**config.mk**
```make
export PLATFORM = sky130hd
export DESIGN_NAME = sfx_sequencer
export DESIGN_NICKNAME = d
export VERILOG_FILES = /design/src/rtl/sfx_sequencer.sv
export SDC_FILE = /design/constraint.sdc
export NUM_CORES = 1
export LEC_CHECK = 0
export CAP_MARGIN = 10
export CORE_ASPECT_RATIO = 1.25
export CORE_UTILIZATION = 40
export CTS_CLUSTER_DIAMETER = 60
export CTS_CLUSTER_SIZE = 25
export DETAILED_ROUTE_END_ITERATION = 6
export GPL_TIMING_DRIVEN = 0
export PLACE_DENSITY = 0.7
export SLEW_MARGIN = 20
export SYNTH_ARGS = -nofsm -noshare
export SYNTH_HDL_FRONTEND = slang
export SYNTH_SLANG_ARGS = --single-unit
```
**constraint.sdc**
```tcl
create_clock -name clk -period 2.8 [get_ports clk]
set_input_delay 0.42 -clock clk [delete_from_list [all_inputs] [get_ports clk]]
set_output_delay 0.42 -clock clk [all_outputs]
set_load 0.02 [all_outputs]
```
**src/rtl/sfx_sequencer.sv**
```systemverilog
// Fixed-priority sound-effect sequencer: plays note tables from a 1-cycle ROM
// on a single square-wave tone generator, with pre-emption, retrigger and queuing.
module sfx_sequencer #(
  parameter int TICK_DIV  = 500000,
  parameter int TONE_UNIT = 64,
  parameter int NUM_STEPS = 8
) (
  input  logic                            clk,
  input  logic                            reset,
  input  logic                            enable,
  input  logic [3:0]                      sfx_req,
  output logic [$clog2(NUM_STEPS)+1:0]    tbl_addr,
  input  logic [15:0]                     tbl_data,
  output logic                            audio_out,
  output logic                            busy,
  output logic [1:0]                      cur_sfx
);

  localparam int STEP_W = $clog2(NUM_STEPS);
  localparam int TICK_W = (TICK_DIV > 1) ? $clog2(TICK_DIV) : 1;
  localparam int TONE_W = 12 + $clog2(TONE_UNIT + 1);

  typedef enum logic [1:0] {IDLE, FETCH, LOAD, PLAY} state_t;

  state_t              state_reg;
  logic [3:0]          req_d_reg;
  logic [3:0]          pending_reg;
  logic [STEP_W-1:0]   step_reg;
  logic                last_reg;
  logic [3:0]          dur_reg;
  logic [10:0]         hp_reg;
  logic [TICK_W-1:0]   tick_cnt_reg;
  logic [3:0]          dur_cnt_reg;
  logic [TONE_W-1:0]   tone_cnt_reg;

  logic [3:0]          rise;
  logic [3:0]          hold_mask;
  logic [3:0]          sel_onehot;
  logic [1:0]          sel;
  logic [TONE_W-1:0]   tone_limit;
  logic                start;
  logic                tick_wrap;
  logic                step_end;
  logic                effect_done;
  logic [STEP_W-1:0]   step_next;

  assign rise = sfx_req & ~req_d_reg;

  // Pending bits at or above the playing id abort it (equal id = retrigger).
  generate
    for (genvar gi = 0; gi < 4; gi++) begin : g_hold
      assign hold_mask[gi] = pending_reg[gi] && (2'(gi) >= cur_sfx);
    end
  endgenerate

  always_comb begin
    sel = 2'd0;
    for (int i = 0; i < 4; i++) begin
      if (pending_reg[i]) sel = 2'(i);
    end
  end

  assign sel_onehot  = 4'b0001 << sel;
  assign start       = (state_reg == IDLE) ? (pending_reg != 4'd0) : (hold_mask != 4'd0);
  assign tick_wrap   = (tick_cnt_reg == TICK_W'(TICK_DIV - 1));
  assign tone_limit  = TONE_W'(hp_reg) * TONE_W'(TONE_UNIT);
  assign step_next   = step_reg + STEP_W'(1);

  // A zero-duration row ends its step straight out of LOAD.
  assign step_end    = ((state_reg == LOAD) && (tbl_data[14:11] == 4'd0)) ||
                       ((state_reg == PLAY) && tick_wrap && ((dur_cnt_reg + 4'd1) == dur_reg));
  assign effect_done = ((state_reg == LOAD) ? tbl_data[15] : last_reg) ||
                       (step_reg == STEP_W'(NUM_STEPS - 1));

  always_ff @(posedge clk or posedge reset) begin
    if (reset) begin
      state_reg    <= IDLE;
      req_d_reg    <= 4'd0;
      pending_reg  <= 4'd0;
      step_reg     <= '0;
      last_reg     <= 1'b0;
      dur_reg      <= 4'd0;
      hp_reg       <= 11'd0;
      tick_cnt_reg <= '0;
      dur_cnt_reg  <= 4'd0;
      tone_cnt_reg <= '0;
      tbl_addr     <= '0;
      audio_out    <= 1'b0;
      busy         <= 1'b0;
      cur_sfx      <= 2'd0;
    end else begin
      req_d_reg <= sfx_req;
      if (!enable) begin
        state_reg   <= IDLE;
        audio_out   <= 1'b0;
        busy        <= 1'b0;
        pending_reg <= 4'd0;
      end else begin
        // Selection wins over a same-cycle edge on the selected id.
        pending_reg <= (pending_reg | rise) & ~(start ? sel_onehot : 4'd0);
        if (start) begin
          state_reg <= FETCH;
          busy      <= 1'b1;
          audio_out <= 1'b0;
          cur_sfx   <= sel;
          step_reg  <= '0;
          tbl_addr  <= {sel, {STEP_W{1'b0}}};
        end else begin
          case (state_reg)
            IDLE:  ;
            FETCH: state_reg <= LOAD;
            LOAD: begin
              last_reg     <= tbl_data[15];
              dur_reg      <= tbl_data[14:11];
              hp_reg       <= tbl_data[10:0];
              audio_out    <= 1'b0;
              state_reg    <= PLAY;
              tick_cnt_reg <= '0;
              dur_cnt_reg  <= 4'd0;
              tone_cnt_reg <= '0;
            end
            PLAY: begin
              tick_cnt_reg <= tick_wrap ? '0 : tick_cnt_reg + TICK_W'(1);
              if (tick_wrap) dur_cnt_reg <= dur_cnt_reg + 4'd1;
              if (hp_reg == 11'd0) begin
                audio_out <= 1'b0;
              end else if (tone_cnt_reg == tone_limit - TONE_W'(1)) begin
                audio_out    <= ~audio_out;
                tone_cnt_reg <= '0;
              end else begin
                tone_cnt_reg <= tone_cnt_reg + TONE_W'(1);
              end
            end
            default: state_reg <= IDLE;
          endcase
          if (step_end) begin
            audio_out <= 1'b0;
            if (effect_done) begin
              state_reg <= IDLE;
              busy      <= 1'b0;
            end else begin
              state_reg <= FETCH;
              step_reg  <= step_next;
              tbl_addr  <= {cur_sfx, step_next};
            end
          end
        end
      end
    end
  end

endmodule
```
==> out/results.txt, run 1 <==
Yosys warning total - 0
Mean Syn Cell Area - 9.313 um^2
PwrDens - 727.9 nW/um^2
Antenna Cells - 0
Minimum clock period - 2802 ps
Post-synth EDFFs - 0
Largest net degree at the start of global routing - 40
R2R setup slack - -2 ps
Fin area - 5348 um^2
Clock root buffer - clkbuf_16
Die span in y - 117.7 um
RSZ-0062 raised after global routing - yes
Routability Congestion - 0.8333
Most frequent cell after synthesis - dfrtp_1
Fmax - 356.8 MHz
DRT iter0 DRCs - 228
Max_slew headroom - 0.5361
Area grow syn2layout - 24.82%
Multi-input logic area - 2377 um^2
Maxcap violations - 0
Post-route worst setup slack - -2.361 ps
Final net count - 541
CTS tree - done
CTS Buffer Depth - 2
Via-per-instance ratio - 5.731
Share of cells above drive strength 1 - 0.1586
Grt total ovfl - 0
Hold_buf cts - 0
Failing checks - negative setup slack
Num CTS Buffers - 9
Hold Path Sink - pending_reg[3]
Async set or reset register ratio after synthesis - 1.000
Starting Density - 0.4176
Startpoint types - flip-flop
Peak VDD IR - 0.4487 mV
Total negative slack - -2.361 ps
FF+latch area - 1931 um^2
Area contributors post-synth - dfrtp_1 45%, nand2_1 4.6%, o21ai_0 4.3%
Setup CP Type - flip-flop to flip-flop
Max-slew violations - 0
FF+latch count, synth - 77
Hold depth - 1
Leakage power - 2.202 nW
R2R depth - 12
Skew-Pair Late Insertion Delay - 340 ps
Die area - 11130 um^2
Initial antenna violation count - 0
Filler cell count - 904
Worst Skew - 6.469 ps
Mapped Area - 4284 um^2
DR pass1 iterations - 5
Hold slack final - 408.2 ps
WL final - 10.30 mm
Global-route wire length before repair - 16.98 mm
Worst path required time - 3020 ps
Syn nets - 489
Top cells by count, synth - 77 x dfrtp_1, 53 x nand2_1, 37 x o21ai_0, 29 x nor2_1, 27 x nand3_1
Htree depth - 3
Post-synthesis sequential area ratio - 0.4498
Core area - 10260 um^2
Routed vias - 3702
Vias in the first global route - 3718
Number of port buffers - 31
HPWL after detailed placement - 7.071 mm
Post-route ant nets - 0
Library cells used by synthesis - 61
Site Rows - 41
Post-DR wirelength/cell - 15.94 um
Post-synth top area share - 0.4498
DP Area - 4778 um^2
Status - complete, but fails checks
Fin crit share - 1.001
Primary FF master, synth - dfrtp_1
Drc violations - 0
Die X - 94.57 um
Clk sink count - 77
GR Util All Layers - 0.1914
Gate Count Post-Synth - 460
Max Fanout on Critical Path - 5
Count of final hold-check violations - 0
Crit. End Element - flip-flop
Post-synth top area cell - dfrtp_1
Total chip power - 3.892 mW
Hold Path Class - flip-flop to flip-flop
CP arrival - 3030 ps
Worst-Margin Slew - 695.9 ps
Reg2reg start - hp_reg[1]
Worst-path clk slew - 60 ps
I/O pin count - 32
FF-to-FF End - tone_cnt_reg[8]
# setup viols final - 1
Worst Min Path Start - req_d_reg[3]
## critical path, cell delays in order (launching register included)
cell and delay [ps]:
dfrtp_1 400, inv_2 90, ha_4 150, or3b_4 430, buf_6 140, xnor2_2 130, a31oi_1 100, o31a_1 350
o31ai_4 320, buf_6 160, nor2_4 40, buf_6 140, a22o_1 230
## layout make-up
type,instances,area share
Inverter,15,0.01100
Clock buffer,9,0.04212
Tap cell,129,0.03018
Sequential cell,77,0.3610
Timing Repair Buffer,42,0.07674
Multi-Input combinational cell,353,0.4445
Clock inverter,7,0.01965
Buffer,14,0.01474
## per-layer routing
metal	track usage	share of wire
met3	0.03230	0.040
met4	0.07386	0.018
met2	0.3410	0.53
met1	0.2242	0.41
met5	0	0
## worst max path at each step
| stage | startpoint | endpoint | slack [ps] | cells past startpoint |
|---|---|---|---|---|
| 2_1_floorplan | hp_reg[0] | tone_cnt_reg[15] | 30 | 11 |
| 3_3_place_gp | reset | tone_cnt_reg[6] | -820 | 2 |
| 3_5_place_dp | enable | hp_reg[2] | -430 | 7 |
| 4_1_cts | state_reg[0] | tone_cnt_reg[8] | 0.5 | 9 |
| 5_1_grt | hp_reg[1] | tone_cnt_reg[8] | -100 | 12 |
| 6_report | hp_reg[1] | tone_cnt_reg[8] | -2 | 12 |
## layout by cell type (no fill, tap or decap), drive strengths merged, types with 4 or more instances in the layout
cell	synthesis	final
or4	5	5
dfrtp	77	77
xor2	8	8
clkbuf	9	18
nor2	30	30
nand2b	4	4
ha	6	6
nand2	53	53
o31ai	6	6
and3	7	7
a21oi	20	20
nor2b	8	8
or3	4	4
nand3	27	27
a21o	7	7
mux2	16	16
nand4	7	7
inv	15	18
nor4	10	10
nor3	17	17
a31oi	4	4
a22o	15	15
buf	6	16
o21ai	45	45
xnor2	15	15
clkdlybuf4s50	0	31
and2	5	5
## stage by stage
| step | worst slack [ps] | util | std cells |
|---|---|---|---|
| 3_3_place_gp | -819.1 | 0.4635 | 620 |
| 5_1_grt | -95.70 | 0.5212 | 646 |
| 4_1_cts | 0.5178 | 0.5050 | 640 |
| 6_report | -2.361 | 0.5212 | 646 |
| 2_1_floorplan | 25.73 | - | 460 |
| 3_5_place_dp | -434.1 | 0.4657 | 621 |
## cells by family after synthesis
group	Yosys count	synth area share
AO/OA/AOI/OAI	115	0.1752
XOR/XNOR	23	0.04702
adder cells (fa/ha/maj)	6	0.01752
buffers and inverters	30	0.03037
flip-flops	77	0.4498
multiplexers	18	0.04673
AND/OR/NAND/NOR	191	0.2334
## what timing repair did
item                                    CTS  global route
resized for setup                        14            24
pin swaps                                 2            11
endpoints found under the setup margin   27            33
setup buffers                             2             6
gates cloned                              1             1
## power by group
part / internal, mW / leakage [nW] / switching, mW / total [mW]
Clock: 0.795 / 0.159 / 0.500 / 1.29
Combinational: 0.535 / 1.02 / 0.604 / 1.14
Sequential: 1.27 / 1.02 / 0.191 / 1.46
Total: 2.60 / 2.20 / 1.29 / 3.89
(Power assumes the default switching activity.)
==> inputs of run 2 (changes only) <==
Settings changed: REMOVE_ABC_BUFFERS set to 1.
==> run 2 against run 1 <==
  * Hold slack gained 1.1 ps
  * Global-route usage shrank 0.12 points
  * The run still ends with negative setup slack left
  * Highest routed layer unchanged
  * Largest cell class unchanged
  * Sequential power is essentially flat
==> out/results.txt, run 2 (same netlist as run 1, synthesis figures left out) <==
Worst path slowest cell - dfrtp_2 (was or3b_4)
Logic pwr share - 0.308 (was 0.293)
Die area - 11130 um^2 (unchanged)
Die X - 94.57 um (unchanged)
Fin area - 5341 um^2 (was 5348 um^2)
DP Worst Slack - -673.1 ps (was -434.1 ps)
CTS Buffer Depth - 2 (unchanged)
Vias in the first global route - 3746 (was 3718)
CP arrival - 3080 ps (was 3030 ps)
Grt total ovfl - 0 (unchanged)
Worst Skew - 9.894 ps (was 6.469 ps)
Reg2reg start - hp_reg[0] (was hp_reg[1])
Final net count - 538 (was 541)
DP Area - 4716 um^2 (was 4778 um^2)
Global-route wire length before repair - 16.88 mm (was 16.98 mm)
Die span in y - 117.7 um (unchanged)
WL final - 10.11 mm (was 10.30 mm)
Starting Density - 0.4176 (unchanged)
Peak VDD IR - 0.4347 mV (was 0.4487 mV)
Initial antenna violation count - 0 (unchanged)
Switching part of the total - 0.3362 (was 0.3327)
Worst-Margin Slew - 874.4 ps (was 695.9 ps)
Fmax - 349.9 MHz (was 356.8 MHz)
Post-route worst setup slack - -57.69 ps (was -2.361 ps)
Non-Filler Instances - 643 (was 646)
Crit-path cells - inv_2, ha_4, or3b_4, nor4_1, a31oi_1, o31a_1, buf_6, o31ai_4, buf_4, o21ai_1, a22o_1 (was inv_2, ha_4, or3b_4, buf_6, xnor2_2, a31oi_1, o31a_1, o31ai_4, buf_6, nor2_4, buf_6, a22o_1)
DRT iter0 DRCs - 140 (was 228)
DR pass1 iterations - 4 (was 5)
Commonest non-fill, non-tap cells in the layout - 76 x dfrtp_1, 53 x nand2_1, 37 x o21ai_0, 31 x clkdlybuf4s50_1, 28 x nor2_1 (was 74 x dfrtp_1, 53 x nand2_1, 35 x o21ai_0, 31 x clkdlybuf4s50_1, 28 x nor2_1)
Met3 routed wirelength - 351 um (was 410 um)
Hold Path Class - flip-flop to flip-flop (unchanged)
Pint - 2.532 mW (was 2.597 mW)
HPWL after detailed placement - 6.587 mm (was 7.071 mm)
Wl on met1 - 4.126 mm (was 4.234 mm)
Worst path required time - 3020 ps (about the same)
R2R setup slack - -60 ps (was -2 ps)
Htree depth - 3 (unchanged)
Skew-Pair Late Insertion Delay - 340 ps (about the same)
Via-per-instance ratio - 5.832 (was 5.731)
Number of port buffers - 31 (unchanged)
Failing checks - negative setup slack (unchanged)
PwrDens - 714.2 nW/um^2 (was 727.9 nW/um^2)
Crit. End Element - flip-flop (unchanged)
Most common cell after layout, fill and taps aside - dfrtp_1 (unchanged)
I/O pin count - 32 (unchanged)
Setup CP Type - flip-flop to flip-flop (unchanged)
Dpl cells - 606 (was 621)
Status - complete, but fails checks (unchanged)
Area grow syn2layout - 24.68% (was 24.82%)
Critical Path End - tone_cnt_reg[6] (was tone_cnt_reg[8])
Minimum clock period - 2858 ps (was 2802 ps)
Max_slew headroom - 0.4167 (was 0.5361)
Site Rows - 41 (unchanged)
CP startpoint - hp_reg[0] (was hp_reg[1])
Met2 wire length - 5.392 mm (was 5.471 mm)
CTS tree - done (unchanged)
Post-DR wirelength/cell - 15.72 um (was 15.94 um)
Count of final hold-check violations - 0 (unchanged)
Clk sink count - 77 (unchanged)
Hold_buf cts - 0 (unchanged)
GR Util All Layers - 0.1902 (was 0.1914)
Startpoint types - flip-flop (unchanged)
Antenna Cells - 0 (unchanged)
CP max stage delay - 430 ps (about the same)
Fin crit share - 1.021 (was 1.001)
Largest net degree at the start of global routing - 43 (was 40)
Clock root buffer - clkbuf_16 (unchanged)
Sequential share of power - 0.384 (was 0.375)
Routability Congestion - 0.8545 (was 0.8333)
Max Fanout on Critical Path - 4 (was 5)
R2R depth - 11 (was 12)
Total chip power - 3.815 mW (was 3.892 mW)
Routed vias - 3750 (was 3702)
Post-route ant nets - 0 (unchanged)
Drc violations - 0 (unchanged)
Worst-path clk slew - 70 ps (was 60 ps)
Clk pwr share - 0.307 (was 0.333)
RSZ-0062 raised after global routing - yes (unchanged)
FF-to-FF End - tone_cnt_reg[6] (was tone_cnt_reg[8])
Core area - 10260 um^2 (unchanged)
Top routing layer used - met4 (unchanged)
# setup viols final - 11 (was 1)
Filler cell count - 923 (was 904)
Maxcap violations - 0 (unchanged)
Num CTS Buffers - 9 (unchanged)
Max-slew violations - 0 (unchanged)
Share of cells above drive strength 1 - 0.1634 (was 0.1586)
Leakage power - 2.209 nW (was 2.202 nW)
Switch Pwr - 1.282 mW (was 1.295 mW)
## run 2: cell count changes in the layout (fill, tap and decap cells not counted), sizes merged
cell and change:
clkbuf -8, inv -2, o31ai +1, buf +3, clkinv +4, clkinvlp -1
bufinv -1, nor2 +1
## run 2: power groups by stage
| stage | clock network [mW] | logic, mW | registers [mW] |
|---|---|---|---|
| 6_report | 1.17 | 1.18 | 1.47 |
| 5_1_grt | 1.25 | 1.28 | 1.50 |
| 4_1_cts | 1.19 | 1.02 | 1.45 |
| 3_5_place_dp | 0 | 0.902 | 1.48 |
| 3_3_place_gp | 0 | 0.863 | 1.47 |
| 2_1_floorplan | 0 | 0.623 | 1.47 |
## run 2: layout make-up
cell class / instances / area (um^2) / share of cell area
well taps: 129 / 161.4 / 0.03022
clock buffers: 9 / 225.2 / 0.04216
repair buffers: 51 / 514.2 / 0.09628
flip-flops and latches: 77 / 1928 / 0.3610
clock inverters: 7 / 75.07 / 0.01405
inverters: 15 / 58.81 / 0.01101
multi-input cells: 355 / 2379 / 0.4453
## run 2: critical path, delay by kind of cell (launching register included)
family	cells	cell delay, ps
compound gates	5	1050
simple gates	2	730
flops	1	430
buf+inv	3	410
fa+ha+maj	1	130
## run 2: how the worst min path moves through the flow
| stage | start | endpoint | slack [ps] | depth (start not counted) |
|---|---|---|---|---|
| detailed placement | req_d_reg[3] | pending_reg[3] | 420 | 1 |
| CTS | req_d_reg[3] | pending_reg[3] | 420 | 1 |
| finish | req_d_reg[3] | pending_reg[3] | 410 | 1 |
| global placement | req_d_reg[3] | pending_reg[3] | 390 | 1 |
| global route | req_d_reg[3] | pending_reg[3] | 420 | 1 |
| floorplan | req_d_reg[3] | pending_reg[3] | 380 | 1 |
## run 2: routing by layer
| layer | vias up | track usage |
|---|---|---|
| met2 | 80 | 0.3356 |
| met3 | 20 | 0.04134 |
| li1 | 1794 | - |
| met5 | - | 0 |
| met1 | 1856 | 0.2186 |
| met4 | 0 | 0.07670 |
## run 2: repair_timing
action,4_1_cts,5_1_grt
resized for setup,11,16
cloned,1,2
pin swaps,5,9
setup endpoints to repair,38,33
buffers inserted,11,7
## run 2: through the flow
step           TNS, ps    util  hold slack (ps)
2_1_floorplan    -5771       -            383.9
3_3_place_gp    -97900  0.4563            392.5
3_5_place_dp    -17960  0.4596            417.4
4_1_cts         -9.970  0.5044            420.7
5_1_grt          -1758  0.5206            422.5
6_report        -282.5  0.5206            409.3
